## config.mk

```make
export PLATFORM = sky130hd
export DESIGN_NAME = shift_cmd_issue
export DESIGN_NICKNAME = d
export VERILOG_FILES = /design/src/rtl/shift_pkg.sv /design/src/rtl/shift_cmd_fifo.sv /design/src/rtl/shift_cmd_issue.sv
export SDC_FILE = /design/constraint.sdc
export NUM_CORES = 1
export LEC_CHECK = 0
export ABC_AREA = 1
export CORE_MARGIN = 5
export CORE_UTILIZATION = 53
export DETAILED_ROUTE_END_ITERATION = 8
export PLACE_DENSITY = 0.79
export REMOVE_ABC_BUFFERS = 1
export SYNTH_ARGS = -nofsm -noshare
export SYNTH_HDL_FRONTEND = slang
export SYNTH_SLANG_ARGS = --single-unit
```

## constraint.sdc

```tcl
create_clock -name clk -period 2.2 [get_ports clk]
set_input_delay 0.22 -clock clk [delete_from_list [all_inputs] [get_ports clk]]
set_output_delay 0.22 -clock clk [all_outputs]
set_load 0.005 [all_outputs]
```

## src/rtl/shift_pkg.sv

```systemverilog
// Shared types for the barrel-shifter command path: direction encoding
// and the command bundle {data, amt, dir} for the default 3-stage shifter.
package shift_pkg;

    localparam int SP_NUM_STAGE = 3;
    localparam int SP_W         = 1 << SP_NUM_STAGE;

    typedef enum logic [1:0] {
        LSL = 2'b00,
        LSR = 2'b01,
        ASR = 2'b10,
        ASL = 2'b11
    } shift_dir_e;

    typedef struct packed {
        logic [SP_W-1:0]         data;
        logic [SP_NUM_STAGE-1:0] amt;
        shift_dir_e              dir;
    } shift_cmd_t;

    // Width of an occupancy counter able to hold 0..depth inclusive.
    function automatic int cnt_width(input int depth);
        return $clog2(depth) + 1;
    endfunction

endpackage

```

## src/rtl/shift_cmd_fifo.sv

```systemverilog
// Generic synchronous FIFO with internal occupancy count and full/empty flags.
// Ports: clk, rst_n, i_push/i_wdata (write), i_pop/o_rdata (head), o_full, o_empty.
module shift_cmd_fifo
    import shift_pkg::*;
#(
    parameter int WIDTH = 13,
    parameter int DEPTH = 4
) (
    input  logic             clk,
    input  logic             rst_n,
    input  logic             i_push,
    input  logic [WIDTH-1:0] i_wdata,
    input  logic             i_pop,
    output logic [WIDTH-1:0] o_rdata,
    output logic             o_full,
    output logic             o_empty
);

    localparam int AW = $clog2(DEPTH);
    localparam int CW = cnt_width(DEPTH);

    logic [WIDTH-1:0] r_mem [DEPTH];
    logic [AW-1:0]    r_wr_ptr;
    logic [AW-1:0]    r_rd_ptr;
    logic [CW-1:0]    r_count;
    logic             w_push;
    logic             w_pop;

    // Writes while full are dropped; the caller gates on o_full anyway.
    assign w_push  = i_push && !o_full;
    assign w_pop   = i_pop && !o_empty;
    assign o_full  = (r_count == CW'(DEPTH));
    assign o_empty = (r_count == '0);
    assign o_rdata = r_mem[r_rd_ptr];

    always_ff @(posedge clk) begin
        if (w_push) begin
            r_mem[r_wr_ptr] <= i_wdata;
        end
    end

    always_ff @(posedge clk or negedge rst_n) begin
        if (!rst_n) begin
            r_wr_ptr <= '0;
            r_rd_ptr <= '0;
            r_count  <= '0;
        end else begin
            if (w_push) r_wr_ptr <= r_wr_ptr + AW'(1);
            if (w_pop)  r_rd_ptr <= r_rd_ptr + AW'(1);
            unique case ({w_push, w_pop})
                2'b10:   r_count <= r_count + CW'(1);
                2'b01:   r_count <= r_count - CW'(1);
                default: r_count <= r_count;
            endcase
        end
    end

endmodule

```

## src/rtl/shift_cmd_issue.sv

```systemverilog
// Command FIFO in front of a combinational barrel shifter plus a registered,
// back-pressurable result slot. Ports: in_* command handshake, sh_* shifter
// drive/return, out_* result handshake. Optional: SHIFT_CMD_ISSUE_CNT_EN adds
// a 16-bit issue_cnt counting loads into the result slot.
module shift_cmd_issue
    import shift_pkg::*;
#(
    parameter int NUM_STAGE = 3,
    parameter int DEPTH     = 4,
    localparam int W        = 1 << NUM_STAGE
) (
    input  logic                 clk,
    input  logic                 rst_n,
    input  logic                 in_valid,
    output logic                 in_ready,
    input  logic [W-1:0]         in_data,
    input  logic [NUM_STAGE-1:0] in_amt,
    input  logic [1:0]           in_dir,
    output logic [NUM_STAGE-1:0] sh_cntrl,
    output logic [W-1:0]         sh_data,
    output logic [1:0]           sh_dir,
    input  logic [W-1:0]         sh_result,
    output logic                 out_valid,
    input  logic                 out_ready,
    output logic [W-1:0]         out_data,
    output logic [1:0]           out_dir,
    output logic [NUM_STAGE-1:0] out_amt
`ifdef SHIFT_CMD_ISSUE_CNT_EN
    ,
    output logic [15:0]          issue_cnt
`endif
);

    typedef struct packed {
        logic [W-1:0]         data;
        logic [NUM_STAGE-1:0] amt;
        shift_dir_e           dir;
    } cmd_t;

    cmd_t                 w_wr_cmd;
    cmd_t                 w_head;
    logic                 w_full;
    logic                 w_empty;
    logic                 w_push;
    logic                 w_load;
    logic                 r_in_en;
    logic                 r_out_valid;
    logic [W-1:0]         r_out_data;
    logic [1:0]           r_out_dir;
    logic [NUM_STAGE-1:0] r_out_amt;

    // r_in_en keeps in_ready low until the first edge after reset release.
    assign in_ready = r_in_en && !w_full;
    assign w_push   = in_valid && in_ready;
    assign w_load   = !w_empty && (!r_out_valid || out_ready);

    assign w_wr_cmd.data = in_data;
    assign w_wr_cmd.amt  = in_amt;
    assign w_wr_cmd.dir  = shift_dir_e'(in_dir);

    shift_cmd_fifo #(
        .WIDTH ($bits(cmd_t)),
        .DEPTH (DEPTH)
    ) u_fifo (
        .clk     (clk),
        .rst_n   (rst_n),
        .i_push  (w_push),
        .i_wdata (w_wr_cmd),
        .i_pop   (w_load),
        .o_rdata (w_head),
        .o_full  (w_full),
        .o_empty (w_empty)
    );

    // Head contents are stale when empty, so the shifter sees zeros instead.
    always_comb begin
        sh_cntrl = '0;
        sh_data  = '0;
        sh_dir   = '0;
        if (!w_empty) begin
            sh_cntrl = w_head.amt;
            sh_data  = w_head.data;
            sh_dir   = w_head.dir;
        end
    end

    always_ff @(posedge clk or negedge rst_n) begin
        if (!rst_n) begin
            r_in_en     <= 1'b0;
            r_out_valid <= 1'b0;
            r_out_data  <= '0;
            r_out_dir   <= '0;
            r_out_amt   <= '0;
        end else begin
            r_in_en <= 1'b1;
            if (w_load) begin
                r_out_valid <= 1'b1;
                r_out_data  <= sh_result;
                r_out_dir   <= w_head.dir;
                r_out_amt   <= w_head.amt;
            end else if (out_ready) begin
                // No load with out_ready high implies the FIFO is empty.
                r_out_valid <= 1'b0;
            end
        end
    end

    assign out_valid = r_out_valid;
    assign out_data  = r_out_data;
    assign out_dir   = r_out_dir;
    assign out_amt   = r_out_amt;

`ifdef SHIFT_CMD_ISSUE_CNT_EN
    logic [15:0] r_issue_cnt;

    always_ff @(posedge clk or negedge rst_n) begin
        if (!rst_n) begin
            r_issue_cnt <= '0;
        end else if (w_load) begin
            r_issue_cnt <= r_issue_cnt + 16'd1;
        end
    end

    assign issue_cnt = r_issue_cnt;
`endif

endmodule

```

==> metrics.txt <==
Final Hold Vio Count=0; DP HPWL=3943 microns; final core occ=69.15%; Synth area leaders=edfxtp_1 (49%), dfrtp_1 (17%), nand2_1 (14%); Vias=2230; commonest non-fill, non-tap cell in the layout=nand2_1; DR vias/cell=5.000; Slew Limit Fails=0; crit path cell chain=buf_2, clkinv_4, nand2_1, nand3_1, nand2_1, nor2_2, clkdlybuf4s50_1; global-route met2 utilization=28.08%; Final min period=2108 ps; Non-Filler Instances=446; core area=5886 sq um; synth unique cells=25; TritonRoute pass-1 iters=4; status=completed; antenna violations before repair=0; vias in the first global route=2096; most frequent cells in the layout=nand2_1 (118), edfxtp_1 (52), clkdlybuf4s50_1 (50), inv_1 (30), nand3_1 (22); I/O pin count=53; layout cells sized above 1=10.78%; slowest stage cell, crit path=clkdlybuf4s50_1; Global Route met3 Usage=3.857%; GRT Max-Usage Layer=met2; Final ANT Viol Nets=0; Final WS setup=92.05 ps; htree depth=3; Tightest Hold Check Type=input port to asynchronous set/reset pin; clock sink count=74; Final TNS setup=0 ps; Core Rows=28; Critical Path End Type=output pin; worst-case clock buffer depth=2; P&R area growth vs syn=27.02%; Syn Std Cell Area=3204 sq um; crit-path most repeated cell=nand2_1; largest net degree at the start of global routing=28; ANT cells=0; max cap viols=0; final period utilization=95.82%; all-layer global routing usage=17.27%; first-pass GRT wire length=9873 microns; crit path kind=flip-flop to output pin; DR DRC count=0; DR WL/cell=14.19 microns; Critical path buffers and inverters=3; layout net count=397; die area=7701 sq um; Clk pin slew, worst setup/hold paths=70 ps; GR Overflow Total=0; Worst Setup Start Kind=flip-flop; YS warnings=0; Max Fclk=474.4 MHz; PortBufs=52; P per Cell Area=1316 nW/um^2; Hold-fix buffers, CTS=0; placed standard-cell area=3780 sq um; Final Cell Area=4070 sq um; FF+latch count, synth=74; Clk Latency, worst-skew pair=340 ps; TritonCTS buffer count=9; placer congestion estimate=0.7365; met1 Track Usage GR=20.85%; leakage=0.001797 uW; CTS tree=yes; share of the synthesized area in the top cell type=48.73%; post-synthesis cell count=299; post-place setup slack=220.4 ps; CP arrival=1890 ps; final setup fails=0; Setup Skew=6.887 ps; maximum vdd drop=0.7387 mV; Slowest Stage Delay on Critical Path=520 ps; cell taking the most area after synthesis=edfxtp_1; syn avg cell area=10.72 sq um; final wirelength=6328 microns; placed cells=424; Req. time, crit path=1980 ps; Die Ht=87.76 microns; initial core utilization=54.44%; Chip Width=87.76 microns; sequential share of the synthesized area=65.91%; drt initial violations=175; CTS Root Buffer Type=clkbuf_8; CP max FO=13; delay-heaviest family, CP=buffers and inverters
[what timing repair did]
action | CTS | global route
endpoints found under the setup margin | 9 | 13
resized for setup | 1 | 11
gates cloned | 0 | 1
endpoints found under the hold margin | 0 | 0
buffers inserted | 0 | 5
[Yosys cell counts]
| cell | n |
|---|---|
| o21ai_0 | 2 |
| buf_8 | 1 |
| conb_1 | 1 |
| nand2_4 | 2 |
| nor2_4 | 1 |
| xnor2_1 | 2 |
| xor2_1 | 2 |
| nand4_1 | 2 |
| inv_6 | 1 |
| ha_1 | 5 |
| nand3_1 | 23 |
| a21oi_1 | 8 |
| dfrtp_1 | 22 |
| nor2_1 | 10 |
| edfxtp_1 | 52 |
| a21boi_0 | 1 |
| inv_2 | 1 |
| a21oi_4 | 1 |
| buf_4 | 4 |
| nand2_1 | 118 |
| inv_1 | 31 |
| buf_6 | 5 |
| nand3_2 | 2 |
| fa_1 | 1 |
| buf_2 | 1 |
[worst paths after layout]
path	cells past startpoint	slack, ps	end	start
worst min-delay path	2	220	out_data[3]$_DFFE_PN0P_	rst_n
worst max-delay path	7	90	sh_cntrl[0]	u_fifo.r_rd_ptr[0]$_DFFE_PN0P_
min in group clk	3	410	out_data[3]$_DFFE_PN0P_	sh_result[3]
worst min register to register	2	480	out_dir[0]$_DFFE_PN0P_	out_dir[0]$_DFFE_PN0P_
max in group asynchronous	2	1730	u_fifo.r_rd_ptr[0]$_DFFE_PN0P_	rst_n
worst max register to register	9	110	u_fifo.r_count[2]$_DFFE_PN0P_	u_fifo.r_count[0]$_DFFE_PN0P_
[layer usage]
| metal | share of wire, % | up-vias |
|---|---|---|
| li1 | - | 1093 |
| met1 | 40 | 1045 |
| met2 | 51 | 77 |
| met3 | 6.7 | 15 |
| met4 | 2.5 | 0 |
| met5 | 0 | - |
[area by class of cell]
type | count | area [sq um]
flip-flops and latches | 74 | 2113
fillers | 414 | 1815
multi-input cells | 181 | 864.6
repair buffers | 66 | 640.6
clock buffers | 14 | 173.9
inverters | 33 | 140.1
well taps | 75 | 93.84
clock inverters | 2 | 35.03
repair inverters | 1 | 8.758
[flip-flops by register name, summed over array words and instances, names as in the netlist]
register,count
u_fifo.r_mem,52
out_dir,2
r_in_en,1
u_fifo.r_wr_ptr,2
u_fifo.r_rd_ptr,2
u_fifo.r_count,3
out_data,8
out_amt,3
out_valid,1
[stage by stage]
step                      hold WS [ps]  power [uW]
after floorplan                 -75.59        3057
after global placement           463.0        4089
after detailed placement         465.7        4142
after CTS                        225.0        5244
after global routing             240.5        5727
final                            222.3        5357
[kinds of logic (layout without fill, tap and decap cells)]
kind of cell | count (synthesis) | count (layout) | share of synthesized area, %
other cells | 1 | 1 | 0.1170
fa+ha+maj | 6 | 6 | 2.577
xor+xnor | 4 | 4 | 1.094
simple gates | 158 | 158 | 20.66
compound gates | 12 | 12 | 2.304
buf+inv | 44 | 116 | 7.340
flops | 74 | 74 | 65.91
[where the power goes]
group / leakage (uW) / switching (uW) / total, uW / internal (uW)
registers: 0.000734 / 154 / 1950 / 1790
clock network: 0.000106 / 460 / 1080 / 624
logic: 0.000957 / 1210 / 2330 / 1120
No activity file was read; power rests on OpenSTA's default activity.
==> RTL edit: new RTL, same flow settings <==
The option `SHIFT_CMD_ISSUE_CNT_EN` is turned on by a define.
--- a/src/rtl/shift_cmd_issue.sv
+++ b/src/rtl/shift_cmd_issue.sv
@@ -2,6 +2,8 @@
 // back-pressurable result slot. Ports: in_* command handshake, sh_* shifter
 // drive/return, out_* result handshake. Optional: SHIFT_CMD_ISSUE_CNT_EN adds
 // a 16-bit issue_cnt counting loads into the result slot.
+`define SHIFT_CMD_ISSUE_CNT_EN
+
 module shift_cmd_issue
     import shift_pkg::*;
 #(
Check against the original RTL (old outputs only; new: issue_cnt): equivalent (equiv_simple and equiv_induct, registers matched by name and starting in step).
==> RTL edit against the original RTL <==
Total power up 11%. Wire length up 20%. Largest cell class unchanged. Synthesized area up 22%. Non-clock buffer count up 15. Worst setup slack worse by 0.027 ns. Largest power group unchanged. Cell area up 22%. Sequential cell count up 16.
==> RTL edit: results (changes against the original RTL) <==
* Final HPWL DP at 5045 um (+28%)
* Compound-cell area share of the yosys netlist at 4.518% (+2.2 points)
* DRT iter0 DRCs at 137 (-22%)
* Largest net degree at the start of global routing at 39 (+39%)
* Post-Synth Adder-Cell Area at 2.435% (-0.14 points)
* DR vias at 2,765 (+24%)
* Cell total after placement at 528 (+25%)
* Drt via density at 5.036 (+0.73%)
* Pre-CTS WS at 0.04593 ns (-0.1745 ns)
* Drt pass-1 iters at 4 (unchanged)
* R2R depth at 9 (unchanged)
* Fraction of registers with async set/reset at 42.22% (+12 points)
* Post-placement cell area at 4688 sq um (+24%)
* Peak VDD IR at 0.6905 mV (-6.5%)
* CP Max Fanout at 6 (-7)
* End of the worst hold path: out_data[7]$_DFFE_PN0P_
* Main area contributors after synthesis: edfxtp_1 (40%), dfrtp_1 (24%), nand2_1 (9.4%), nor2_1 (4.9%), o21ai_0 (2.7%)
* Met3 Use GR at 3.440% (-0.42 points)
* Global-route wire length before repair at 12,600 um (+28%)
* Final-layout fill cell count at 563 (+36%)
* CP startpoint: u_fifo.r_rd_ptr[1]$_DFFE_PN0P_
* Met2 GRT Util at 30.63% (+2.5 points)
* Int Pwr at 3.816 mW (+8.0%)
* Seq/Total Area, Yosys at 64.34% (-1.6 points)
* Crit-path max cell delay at 0.52 ns (about the same)
* Share of layout cells above drive strength 1 at 11.33% (+0.55 points)
* XOR/XNOR Fraction of Synth Area at 2.435% (+1.3 points)
* Warnings, synthesis at 0 (unchanged)
* CTS clk-pin slew, worst paths at 0.10 ns (+0.03 ns)
* Origin of the critical flop-to-flop path: u_fifo.r_count[1]$_DFFE_PN0P_
* Post-Synthesis Cells at 363 (+21%)
* Worst skew pair latency at 0.36 ns (+0.02 ns)
* Met1 Usage GRT at 22.96% (+2.1 points)
* Wire per inst at 13.88 um (-2.1%)
* Leakage at 2.160 nW (+20%)
* Setup crit end: sh_dir[0]
* N_diodes at 0 (unchanged)
* Worst hold path class: input pin to register
* Worst EP arrival at 1.91 ns (+0.02 ns)
* Setup Skew at 0.01363 ns (+0.006746 ns)
* FMAX at 468.5 MHz (-1.3%)
* Top cells by count, synth: nand2_1 (98), edfxtp_1 (52), nor2_1 (51), dfrtp_1 (38)
* Layout Nets at 477 (+20%)
* Vias in the first global route at 2,704 (+29%)
* R2R setup slack at 0.25 ns (+0.14 ns)
* Placer Congestion at 0.7589 (+3.0%)
* Multi-input combinational cell area at 1219 sq um (+41%)
* Initial antenna violation count at 0 (unchanged)
* GRT Util Overall at 18.12% (+0.85 points)
* Synth unique cells at 31 (+24%)
* IO buf count at 68 (+31%)
* Status: completed
* Worst hold margin at 0.3860 ns (+0.1637 ns)
==> RTL edit: changes by cell type in the layout (fill, tap and decap cells not counted), moves of 8 or more <==
cell	before	now
o21ai_0	2	21
nor2_1	9	50
nand2_1	118	98
nand3b_1	0	8
clkdlybuf4s50_1	50	59
dfrtp_1	21	37
inv_1	30	19
==> RTL edit: kinds of logic after synthesis <==
family | after synthesis
AO/OA/AOI/OAI | 34
XOR/XNOR | 10
adder cells (fa/ha/maj) | 7
buffers and inverters | 35
flip-flops | 90
other | 1
AND/OR/NAND/NOR | 186
==> RTL edit: power by group through the flow <==
| stage | clock network (mW) | logic (mW) | registers [mW] |
|---|---|---|---|
| 2_1_floorplan | 0 | 1.11 | 2.45 |
| 3_3_place_gp | 0 | 2.35 | 2.39 |
| 3_5_place_dp | 0 | 2.41 | 2.40 |
| 4_1_cts | 1.10 | 2.46 | 2.37 |
| 5_1_grt | 1.17 | 2.79 | 2.43 |
| 6_report | 1.07 | 2.47 | 2.39 |
==> RTL edit: layer usage <==
metal	vias up	share of wire, %
met4	0	1.7
met1	1310	41
met5	-	0
met3	11	6.8
li1	1347	-
met2	97	50
==> RTL edit: repair_timing <==
action                     4_1_cts  5_1_grt
hold buffers                     1        0
cloned                           1        0
setup buffers                    0        3
setup endpoints to repair       13       10
hold endpoints to repair        38        0
pin swaps                        0        3
gates resized for setup          5       13
==> RTL edit: final cells by class <==
cell class                      instances  share of cell area [%]
Timing Repair inverter                  1                  0.1508
Sequential cell                        90                   50.48
Clock buffer                            9                   2.487
Tap cell                               99                   2.487
Multi-Input combinational cell        238                   24.47
Timing Repair Buffer                   81                   16.48
Clock inverter                          7                   1.332
Inverter                               24                   2.111
